===== config.mk =====
export PLATFORM = sky130hd
export DESIGN_NAME = seq_multiplier
export DESIGN_NICKNAME = d
export VERILOG_FILES = /design/src/rtl/mul_pkg.sv /design/src/rtl/full_adder.sv /design/src/rtl/ripple_add_sub.sv /design/src/rtl/seq_multiplier.sv
export SDC_FILE = /design/constraint.sdc
export NUM_CORES = 1
export LEC_CHECK = 0
export CAP_MARGIN = 10
export CORE_MARGIN = 2
export CORE_UTILIZATION = 40
export DETAILED_ROUTE_END_ITERATION = 8
export HOLD_SLACK_MARGIN = 0.08
export PLACE_DENSITY = 0.69
export SLEW_MARGIN = 20
export SYNTH_ARGS = -nofsm -noshare
export SYNTH_HDL_FRONTEND = slang
export SYNTH_SLANG_ARGS = --single-unit

===== constraint.sdc =====
create_clock -name clk -period 2.67 [get_ports clk]
set_input_delay 0.534 -clock clk [delete_from_list [all_inputs] [get_ports clk]]
set_output_delay 0.534 -clock clk [all_outputs]
set_load 0.01 [all_outputs]

===== src/rtl/mul_pkg.sv =====
// Shared types and elaboration constants for the shift-add multiplier.
// Signed operation is enabled by defining SEQ_MULTIPLIER_SIGNED_EN.
package mul_pkg;

  typedef enum logic [1:0] {
    IDLE = 2'd0,
    RUN  = 2'd1,
    DONE = 2'd2
  } mul_state_e;

  localparam int WIDTH_MIN     = 2;
  localparam int WIDTH_MAX     = 32;
  localparam int WIDTH_DEFAULT = 4;

  // The counter has to hold WIDTH itself, hence WIDTH+1 codes.
  localparam int CNT_W_DEFAULT = $clog2(WIDTH_DEFAULT + 1);

  function automatic int cnt_width(input int width);
    return $clog2(width + 1);
  endfunction

endpackage


===== src/rtl/full_adder.sv =====
// One-bit full adder cell used to build the ripple adder/subtractor.
module full_adder (
  input  logic a_i,
  input  logic b_i,
  input  logic c_i,
  output logic s_o,
  output logic c_o
);

  assign s_o = a_i ^ b_i ^ c_i;
  assign c_o = (a_i & b_i) | (a_i & c_i) | (b_i & c_i);

endmodule


===== src/rtl/ripple_add_sub.sv =====
// N-bit ripple-carry adder/subtractor: sub_i=1 computes a_i - b_i by
// inverting b_i and injecting a carry-in of one.
module ripple_add_sub #(
  parameter int N = 5
) (
  input  logic [N-1:0] a_i,
  input  logic [N-1:0] b_i,
  input  logic         sub_i,
  output logic [N-1:0] sum_o,
  output logic         cout_o
);

  logic [N-1:0] b_x;
  logic [N:0]   carry;

  assign b_x      = b_i ^ {N{sub_i}};
  assign carry[0] = sub_i;

  for (genvar i = 0; i < N; i++) begin : g_bit
    full_adder u_fa (
      .a_i (a_i[i]),
      .b_i (b_x[i]),
      .c_i (carry[i]),
      .s_o (sum_o[i]),
      .c_o (carry[i+1])
    );
  end

  assign cout_o = carry[N];

endmodule


===== src/rtl/seq_multiplier.sv =====
// Radix-2 shift-add multiplier, one multiplier bit per clock, fixed WIDTH-cycle
// latency. Signed operands are honoured only when SEQ_MULTIPLIER_SIGNED_EN is defined.
import mul_pkg::*;

module seq_multiplier #(
  parameter int WIDTH = 4
) (
  input  logic               clk,
  input  logic               rst,
  input  logic               start,
  input  logic               is_signed,
  input  logic [WIDTH-1:0]   A,
  input  logic [WIDTH-1:0]   B,
  output logic               busy,
  output logic               done,
  output logic [2*WIDTH-1:0] Product,
  output mul_state_e         dbg_state
);

  // Handshake: start is taken only while busy=0 (IDLE or DONE); operands are
  // captured on that edge, busy then stays high for WIDTH cycles and done
  // pulses for one cycle as Product is loaded. start while busy is ignored.

  localparam int              CW   = cnt_width(WIDTH);
  localparam logic [CW-1:0]   LAST = CW'(WIDTH - 1);

  if (WIDTH < WIDTH_MIN || WIDTH > WIDTH_MAX) begin : g_width_check
    $error("seq_multiplier: WIDTH out of supported range");
  end

  mul_state_e         state_q, state_d;
  logic [CW-1:0]      cnt_q, cnt_d;
  logic [WIDTH-1:0]   m_q, m_d;
  logic [WIDTH-1:0]   q_q, q_d;
  logic [WIDTH:0]     acc_q, acc_d;
  logic               signed_q, signed_d;
  logic               busy_q, busy_d;
  logic               done_q, done_d;
  logic [2*WIDTH-1:0] product_q, product_d;

  logic start_signed;
  logic sub;
  logic last_step;

  assign last_step = (cnt_q == LAST);

`ifdef SEQ_MULTIPLIER_SIGNED_EN
  assign start_signed = is_signed;
  // The multiplier MSB carries weight -2^(WIDTH-1) in two's complement.
  assign sub          = signed_q & last_step;
`else
  logic unused_is_signed;
  assign unused_is_signed = is_signed;
  assign start_signed     = 1'b0;
  assign sub              = 1'b0;
`endif

  logic [WIDTH:0] m_ext;
  logic [WIDTH:0] add_b;
  logic [WIDTH:0] sum;
  logic           cout;
  logic [WIDTH:0] step_acc;
  logic [WIDTH-1:0] step_q;

  assign m_ext = signed_q ? {m_q[WIDTH-1], m_q} : {1'b0, m_q};
  assign add_b = q_q[0] ? m_ext : '0;

  ripple_add_sub #(
    .N (WIDTH + 1)
  ) u_add_sub (
    .a_i    (acc_q),
    .b_i    (add_b),
    .sub_i  (sub),
    .sum_o  (sum),
    .cout_o (cout)
  );

  // {ACC,Q} >> 1: arithmetic when signed, carry-in from the adder otherwise.
  assign step_acc = {(signed_q ? sum[WIDTH] : cout), sum[WIDTH:1]};
  assign step_q   = {sum[0], q_q[WIDTH-1:1]};

  always_comb begin
    state_d   = state_q;
    cnt_d     = cnt_q;
    m_d       = m_q;
    q_d       = q_q;
    acc_d     = acc_q;
    signed_d  = signed_q;
    busy_d    = busy_q;
    done_d    = 1'b0;
    product_d = product_q;

    case (state_q)
      IDLE, DONE: begin
        if (start) begin
          m_d      = A;
          q_d      = B;
          signed_d = start_signed;
          acc_d    = '0;
          cnt_d    = '0;
          busy_d   = 1'b1;
          state_d  = RUN;
        end else begin
          busy_d  = 1'b0;
          state_d = IDLE;
        end
      end
      RUN: begin
        acc_d = step_acc;
        q_d   = step_q;
        cnt_d = cnt_q + CW'(1);
        if (last_step) begin
          product_d = {step_acc[WIDTH-1:0], step_q};
          busy_d    = 1'b0;
          done_d    = 1'b1;
          state_d   = DONE;
        end
      end
      default: begin
        busy_d  = 1'b0;
        state_d = IDLE;
      end
    endcase
  end

  always_ff @(posedge clk or posedge rst) begin
    if (rst) begin
      state_q   <= IDLE;
      cnt_q     <= '0;
      m_q       <= '0;
      q_q       <= '0;
      acc_q     <= '0;
      signed_q  <= 1'b0;
      busy_q    <= 1'b0;
      done_q    <= 1'b0;
      product_q <= '0;
    end else begin
      state_q   <= state_d;
      cnt_q     <= cnt_d;
      m_q       <= m_d;
      q_q       <= q_d;
      acc_q     <= acc_d;
      signed_q  <= signed_d;
      busy_q    <= busy_d;
      done_q    <= done_d;
      product_q <= product_d;
    end
  end

  assign busy      = busy_q;
  assign done      = done_q;
  assign Product   = product_q;
  assign dbg_state = state_q;

endmodule

==> Word level (Yosys, flattened, before mapping) <==
Index checks and enable logic that the tools add are counted.
{ "totals": {"register_bits": 28, "in_bits": 12, "output_inout_bits": 12, "word_cells": 65} }
{ "classes": {"add_sub_neg": 1, "n_eq_ne": 5, "mux": 15, "bitwise_logic": 30, "reduce_logical": 6} }
{ "ops": {"columns": ["cell", "count"], "rows": [
  ["$and A1 B1 Y1", 11],
  ["$pmux W5 S2", 1],
  ["$mux W4", 2],
  ["$or A1 B1 Y1", 8],
  ["$pmux W4 S2", 1],
  ["$xor A1 B1 Y1", 8],
  ["$pmux W3 S2", 1],
  ["$reduce_and A2 Y1", 3],
  ["$mux W1", 5],
  ["$mux W5", 1],
  ["$ne A2 B2 Y1 const B", 2],
  ["$pmux W2 S2", 1],
  ["$add A3 B1 Y3 const B", 1],
  ["$eq A3 B2 Y1 const B", 1],
  ["$mux W3", 1],
  ["$eq A2 B1 Y1 const B", 1],
  ["$eq A2 B2 Y1 const B", 1],
  ["$logic_not A2 Y1", 1],
  ["$mux W2", 1],
  ["$pmux W1 S2", 1],
  ["$reduce_bool A2 Y1", 1],
  ["$reduce_or A2 Y1", 1],
  ["$and A1 B1 Y1 const A", 1],
  ["$and A1 B1 Y1 const B", 1],
  ["$xor A1 B1 Y1 const B", 1]
]} }

==> Longest topological paths before layout <==
Gate-level depths: netlist of run 1.
{ "logic_depth": {"word_depth": 15, "depth_mapped": 9, "depth_no_buf": 9} }

==> Hierarchy <==
Synthesis of run 1 repeated with hierarchy kept, for this count alone.
{ "unflattened": {"hier_cells": 98, "hier_area_um2": 1345.0} }
{ "by_module_without_submodules": {"columns": ["module", "instances", "cells_per_inst", "area_per_inst_um2", "seq_area_each_um2"], "rows": [
  ["seq_multiplier", 1, 87, 1189.9, 700.7],
  ["full_adder", 5, 1, 20.0, 0.0],
  ["ripple_add_sub", 1, 6, 55.1, 0.0]
]} }

==> Least setup slack after synthesis of run 1 <==
OpenSTA, ideal clock, no wires.
{ "synth_path": {"path_kind": "register -> register", "start": "reg q_q[0]", "end": "reg product_q[7] (netlist: Product[7])", "setup_ns": 0.125, "arrival_ns": 2.199, "t_required_ns": 2.545, "setup_slack_ns": 0.346, "path_stages_with_launch": 10, "path_buffers": 0, "synth_period_minus_slack_ns": 2.324, "path_cell_list": "dfrtp_1 > and2_1 > ha_1 > inv_1 > fa_1 > inv_1 > fa_1 > fa_1 > ha_1 > mux2_4"} }
{ "synth_between": {"elab_chain_cells": 12, "word_cells_on_any_way": 18, "classes_between": "mux: 1; bitwise: 17"} }
{ "synth_lines": {"columns": ["item", "line", "text"], "rows": [
  ["from (decl)", "seq_multiplier.sv:34", "logic [WIDTH-1:0] q_q, q_d;"],
  ["from (signal assigned)", "seq_multiplier.sv:141", "q_q <= q_d;"],
  ["$mux W4 *", "seq_multiplier.sv:66", "assign add_b = q_q[0] ? m_ext : '0;"],
  ["$and A1 B1 Y1 (2 in a row)", "full_adder.sv:11", "assign c_o = (a_i & b_i) | (a_i & c_i) | (b_i & c_i);"],
  ["$or A1 B1 Y1 (2 in a row)", "full_adder.sv:11", null],
  ["$and A1 B1 Y1", "full_adder.sv:11", null],
  ["$or A1 B1 Y1 (2 in a row)", "full_adder.sv:11", null],
  ["$and A1 B1 Y1", "full_adder.sv:11", null],
  ["$or A1 B1 Y1", "full_adder.sv:11", null],
  ["$or A1 B1 Y1 *", "full_adder.sv:11", null],
  ["$xor A1 B1 Y1 *", "full_adder.sv:10", "assign s_o = a_i ^ b_i ^ c_i;"],
  ["named net u_add_sub.g_bit[4].u_fa.s_o", "full_adder.sv:6", "output logic s_o,"],
  ["to (signal assigned)", "seq_multiplier.sv:146", "product_q <= product_d;"],
  ["to (decl)", "seq_multiplier.sv:39", "logic [2*WIDTH-1:0] product_q, product_d;"]
]} }
The timed path passes the listed nets; every way through them passes the cells marked *.
A chain may end at the register's enable or synchronous reset.

==> Worst setup path after layout of run 1 <==
Ends and elaborated chain as after synthesis.

==> results of run 1 <==
-- cells in the final DEF (no fill, tap or decap), drive strengths merged, types with 3 or more instances in the layout --
cell type      netlist  layout
dfrtp               28      28
clkdlybuf4s50        0      22
mux2                12      12
a22o                10      10
inv                  7       7
a21o                 4       4
ha                   4       4
and2                 3       3
fa                   3       3
clkbuf               0       3
nor2b                3       3
nor2                 3       3
-- Yosys cell counts, drive strengths merged (2+ instances only) --
master | number | area share, %
a21o | 4 | 2.3
nor2 | 3 | 1.4
ha | 4 | 3.8
nor2b | 3 | 2.0
mux2 | 12 | 12
a22o | 10 | 6.6
inv | 7 | 2.0
dfrtp | 28 | 53
mux2i | 2 | 1.5
fa | 3 | 4.5
buf | 5 | 4.0
nand2 | 2 | 0.57
and2 | 3 | 1.4
-- logic make-up (layout without fill, tap and decap cells) --
logic type	after synthesis	count (layout)	share of synthesized area, %
AO/OA/AOI/OAI	18	18	10.9
XOR/XNOR	1	1	0.662
adder cells (fa/ha/maj)	7	7	8.32
buffers and inverters	12	35	5.95
flip-flops	28	28	52.9
multiplexers	14	14	13.4
AND/OR/NAND/NOR	14	14	7.85
-- area by class of cell --
type | count | area [µm²]
clock buffers | 3 | 22.5
clock inverters | 1 | 30.0
fillers | 299 | 1490
inverters | 7 | 26.3
multi-input cells | 54 | 544
flip-flops and latches | 28 | 701
well taps | 44 | 55.1
repair buffers | 24 | 235
-- worst max path at each step --
stage                             end  slack [ns]  cells after the start
2_1_floorplan  Product[7]$_DFFE_PP0P_        0.35                      9
3_3_place_gp   Product[7]$_DFFE_PP0P_        0.28                      9
3_5_place_dp   Product[7]$_DFFE_PP0P_        0.22                      9
4_1_cts        Product[7]$_DFFE_PP0P_        0.17                      9
5_1_grt        Product[7]$_DFFE_PP0P_        0.06                      9
6_report       Product[7]$_DFFE_PP0P_        0.18                      9
-- flip-flops by register name (all words and copies together), names as in the netlist --
| name | flops |
|---|---|
| q_q | 4 |
| Product | 8 |
| done | 1 |
| acc_q | 5 |
| busy | 1 |
| m_q | 4 |
| cnt_q | 3 |
| dbg_state | 2 |
-- through the flow --
stage          setup slack (ns)  instance area [µm²]  total power, W  utilization [%]  std cells
2_1_floorplan             0.346                 1320         0.00133                -         94
3_3_place_gp              0.284                 1560         0.00153             50.3        157
3_5_place_dp              0.216                 1560         0.00157             50.3        157
4_1_cts                   0.173                 1610         0.00185             52.0        161
5_1_grt                  0.0615                 1610         0.00196             52.0        161
6_report                  0.181                 1610         0.00183             52.0        161
-- worst max-delay path, cell delays in order, from the launching register on --
cell and delay [ns]:
dfrtp_1 0.44, and2_1 0.16, ha_1 0.19, inv_1 0.07, fa_1 0.16, inv_1 0.05
fa_1 0.37, fa_1 0.38, ha_1 0.31, mux2_4 0.27
-- routing by layer --
metal / GRT usage, % / wire length, µm / vias up
met5: 0 / 0 / -
met4: 8.21 / 48 / 0
met3: 1.89 / 73 / 4
met2: 20.6 / 1060 / 20
met1: 18.9 / 1000 / 407
li1: - / - / 369
-- power by group through the flow --
stage               clock, W  combinational [W]  sequential [W]
detailed placement         0           0.000813        0.000752
global placement           0           0.000789        0.000743
CTS                 0.000282           0.000822        0.000744
global route        0.000300           0.000897        0.000768
floorplan                  0           0.000599        0.000732
finish              0.000276           0.000811        0.000740
==> metrics.csv, run 1 <==
metric;value;unit
pwr-share-clk;15.1;%
die_h;61.5;µm
slew_headroom;74.2;%
viasPerCell;4.97;
p_leak;0.792;nW
status;completed;
grt_pass1_wl;3.75;mm
routed_wl;2.18;mm
clk_latency;0.33;ns
avgSynthCellArea;14.1;µm²
fmax;0.402;GHz
fin_worst_skew;0.00647;ns
synth.cell_area;0.00132;mm²
grt_overflow;0;
holdBufCountCts;0;
critPathLaunch;q_q[0]$_DFFE_PP0P_;
tightest_slew;0.387;ns
drc;0;
whs_path_depth;2;
intPower;0.00123;W
grt_pass1_vias;820;
drtIter0Drc;50;
ant_nets;0;
synth_seq_area_share;52.9;%
hpwl;1.59;mm
drive_gt1_share;18.8;%
synth_fp_nets;113;
yosysWarnings;0;
rsz0062_at_grt;no;
root_buffer;clkbuf_4;
io_pins;24;
die_area;0.00379;mm²
cts_buffers;3;
fin_hold_ws;0.497;ns
switchingPower;0.000593;W
synth_edf_count;0;
rows;20;
worstReg2RegEnd;Product[7]$_DFFE_PP0P_;
post_cts_buffers;0;
start_util;42.7;%
io_buffers;22;
ys_types;25;
grt_antenna_before_repair;0;
netlist_instances;94;
cp-start-kind;flip-flop;
swShare;32.5;%
setup_tns;0;ns
core;0.00310;mm²
via_count;800;
cts.sinks;28;
hold_viol;0;
hold_class;reg -> reg;
ys.flop_type;dfrtp_1;
grt_use_total;13.8;%
finalCritPeriodShare;93.2;%
wl_per_cell;13.6;µm
path_class;reg -> reg;
tritoncts;built;
required;2.91;ns
area_growth;21.9;%
fin_nets;137;
r2r_cells;9;
path_max_fanout;5;
p_comb_share;44.4;%
seqPwrFrac;40.5;%
die_width;61.5;µm
clk_transition_reported_paths;0.15;ns
ctsResizeCount;0;
synthArstFlopShare;100;%
r2r_slack;0.18;ns
first_pass_iters;4;
clk_path_buf_depth;2;
min_period;2.49;ns
setup_viol;0;
cp-end-kind;flip-flop;
power_density;1130;mW/mm²
gp_congestion;0.763;
cap_violations;0;
ys_ff_latch;28;
critPathArrivalTime;2.72;ns
drv_slew;0;
irDropWorstVdd;463;µV
r2r-start;q_q[0]$_DFFE_PP0P_;
grt_max_degree;29;
antennaDiodeCount;0;
hp-start;Product[4]$_DFFE_PP0P_;
cts-htree-levels;1;
min_to;Product[4]$_DFFE_PP0P_;
No activity file was read; power rests on OpenSTA's default activity.
==> run 2: changes to the inputs <==
- CORE_MARGIN: 2 -> 3
- SLEW_MARGIN: 20 -> 0
==> metrics.csv, run 2 (synthesis results as in run 1) <==
metric;value;unit
status;completed;
start_util;42.7;%
drtIter0Drc;23;
io_buffers;22;
p_total;0.00182;W
wl_per_cell;13.5;µm
rows;20;
setup_viol;0;
grt_overflow;0;
core;0.00310;mm²
wl_met1;1.05;mm
clk_transition_reported_paths;0.15;ns
die_width;63.5;µm
routed_wl;2.17;mm
slew_headroom;74.1;%
highest_layer;met4;
holdBufCountCts;0;
grt_pass1_wl;4.06;mm
required;2.90;ns
ctsResizeCount;0;
hold_class;reg -> reg;
via_count;771;
tritoncts;built;
tightest_slew;0.388;ns
grt_pass1_vias;832;
gp_congestion;0.724;
die_area;0.00404;mm²
fin_worst_skew;0.00245;ns
drive_gt1_share;18.8;%
grt_max_degree;29;
grt_use_total;12.4;%
path_class;reg -> reg;
post_cts_buffers;0;
cts-htree-levels;1;
critPathLaunch;q_q[0]$_DFFE_PP0P_;
worstReg2RegEnd;Product[7]$_DFFE_PP0P_;
r2r-start;q_q[0]$_DFFE_PP0P_;
cap_violations;0;
cp-endpoint;Product[7]$_DFFE_PP0P_;
critPathArrivalTime;2.67;ns
fmax;0.409;GHz
clk_path_buf_depth;2;
path_max_fanout;5;
irDropWorstVdd;391;µV
finalCritPeriodShare;91.5;%
hold_viol;0;
min_period;2.44;ns
hpwl;1.62;mm
clk_latency;0.32;ns
final_cell_mix;dfrtp_1, clkdlybuf4s50_1, a22o_1, inv_1;
root_buffer;clkbuf_4;
ant_nets;0;
grt_antenna_before_repair;0;
drv_slew;0;
cp-end-kind;flip-flop;
cp-start-kind;flip-flop;
p_leak;0.792;nW
io_pins;24;
r2r_cells;9;
met3WireLength;83;µm
r2r_slack;0.23;ns
final_common_cell;dfrtp_1;
area_growth;21.9;%
antennaDiodeCount;0;
viasPerCell;4.79;
wl_met2;1.02;mm
cts_buffers;3;
fin_nets;137;
setup_tns;0;ns
first_pass_iters;3;
rsz0062_at_grt;no;
die_h;63.5;µm
cts.sinks;28;
final_util;52.0;%
drc;0;
largest_reg_flops;8;
power_density;1130;mW/mm²
num-fill-cells;297;
-- run 2: cell counts in the layout (fill, tap and decap cells not counted) --
Identical to the previous run, type by type.
-- run 2: layout make-up --
type,instances,area (µm²),area share (%)
clock buffers,3,22.5,1.40
flip-flops and latches,28,701,43.4
multi-input cells,54,544,33.7
clock inverters,1,30.0,1.86
well taps,44,55.1,3.41
repair buffers,24,235,14.6
inverters,7,26.3,1.63
-- run 2: where the power goes --
group          internal, W  switching [W]  total, W
clock network     0.000152       0.000124  0.000275
registers         0.000601       0.000140  0.000741
logic             0.000481       0.000324  0.000805
-- run 2: critical path, cell delays in order (launching register included) --
cell and delay (ns):
dfrtp_1 0.44, and2_1 0.15, ha_1 0.17, inv_1 0.06
fa_1 0.16, inv_1 0.05, fa_1 0.38, fa_1 0.37
ha_1 0.30, mux2_4 0.27
-- run 2: worst min path at each step --
| stage | start | endpoint | cells past startpoint | slack, ns |
|---|---|---|---|---|
| after CTS | Product[4]$_DFFE_PP0P_ | Product[4]$_DFFE_PP0P_ | 2 | 0.50 |
| after floorplan | acc_q[0]$_DFFE_PP0P_ | acc_q[0]$_DFFE_PP0P_ | 1 | 0.46 |
| final | Product[4]$_DFFE_PP0P_ | Product[4]$_DFFE_PP0P_ | 2 | 0.50 |
| after global routing | busy$_DFFE_PP0P_ | busy$_DFFE_PP0P_ | 1 | 0.52 |
| after global placement | Product[4]$_DFFE_PP0P_ | Product[4]$_DFFE_PP0P_ | 2 | 0.46 |
| after detailed placement | Product[4]$_DFFE_PP0P_ | Product[4]$_DFFE_PP0P_ | 2 | 0.47 |
-- run 2: stage by stage --
| stage | hold WS (ns) | setup WS [ns] | instances | area (µm²) |
|---|---|---|---|---|
| global placement | 0.463 | 0.283 | 157 | 1560 |
| CTS | 0.503 | 0.211 | 161 | 1610 |
| finish | 0.496 | 0.227 | 161 | 1610 |
| global route | 0.525 | 0.0703 | 161 | 1610 |
| detailed placement | 0.469 | 0.220 | 157 | 1560 |
| floorplan | 0.462 | 0.346 | 94 | 1320 |
-- run 2: per-layer routing --
metal / global-route usage (%) / vias up
li1: - / 369
met1: 17.6 / 386
met2: 19.4 / 14
met3: 2.32 / 2
met4: 3.23 / 0
met5: 0 / -
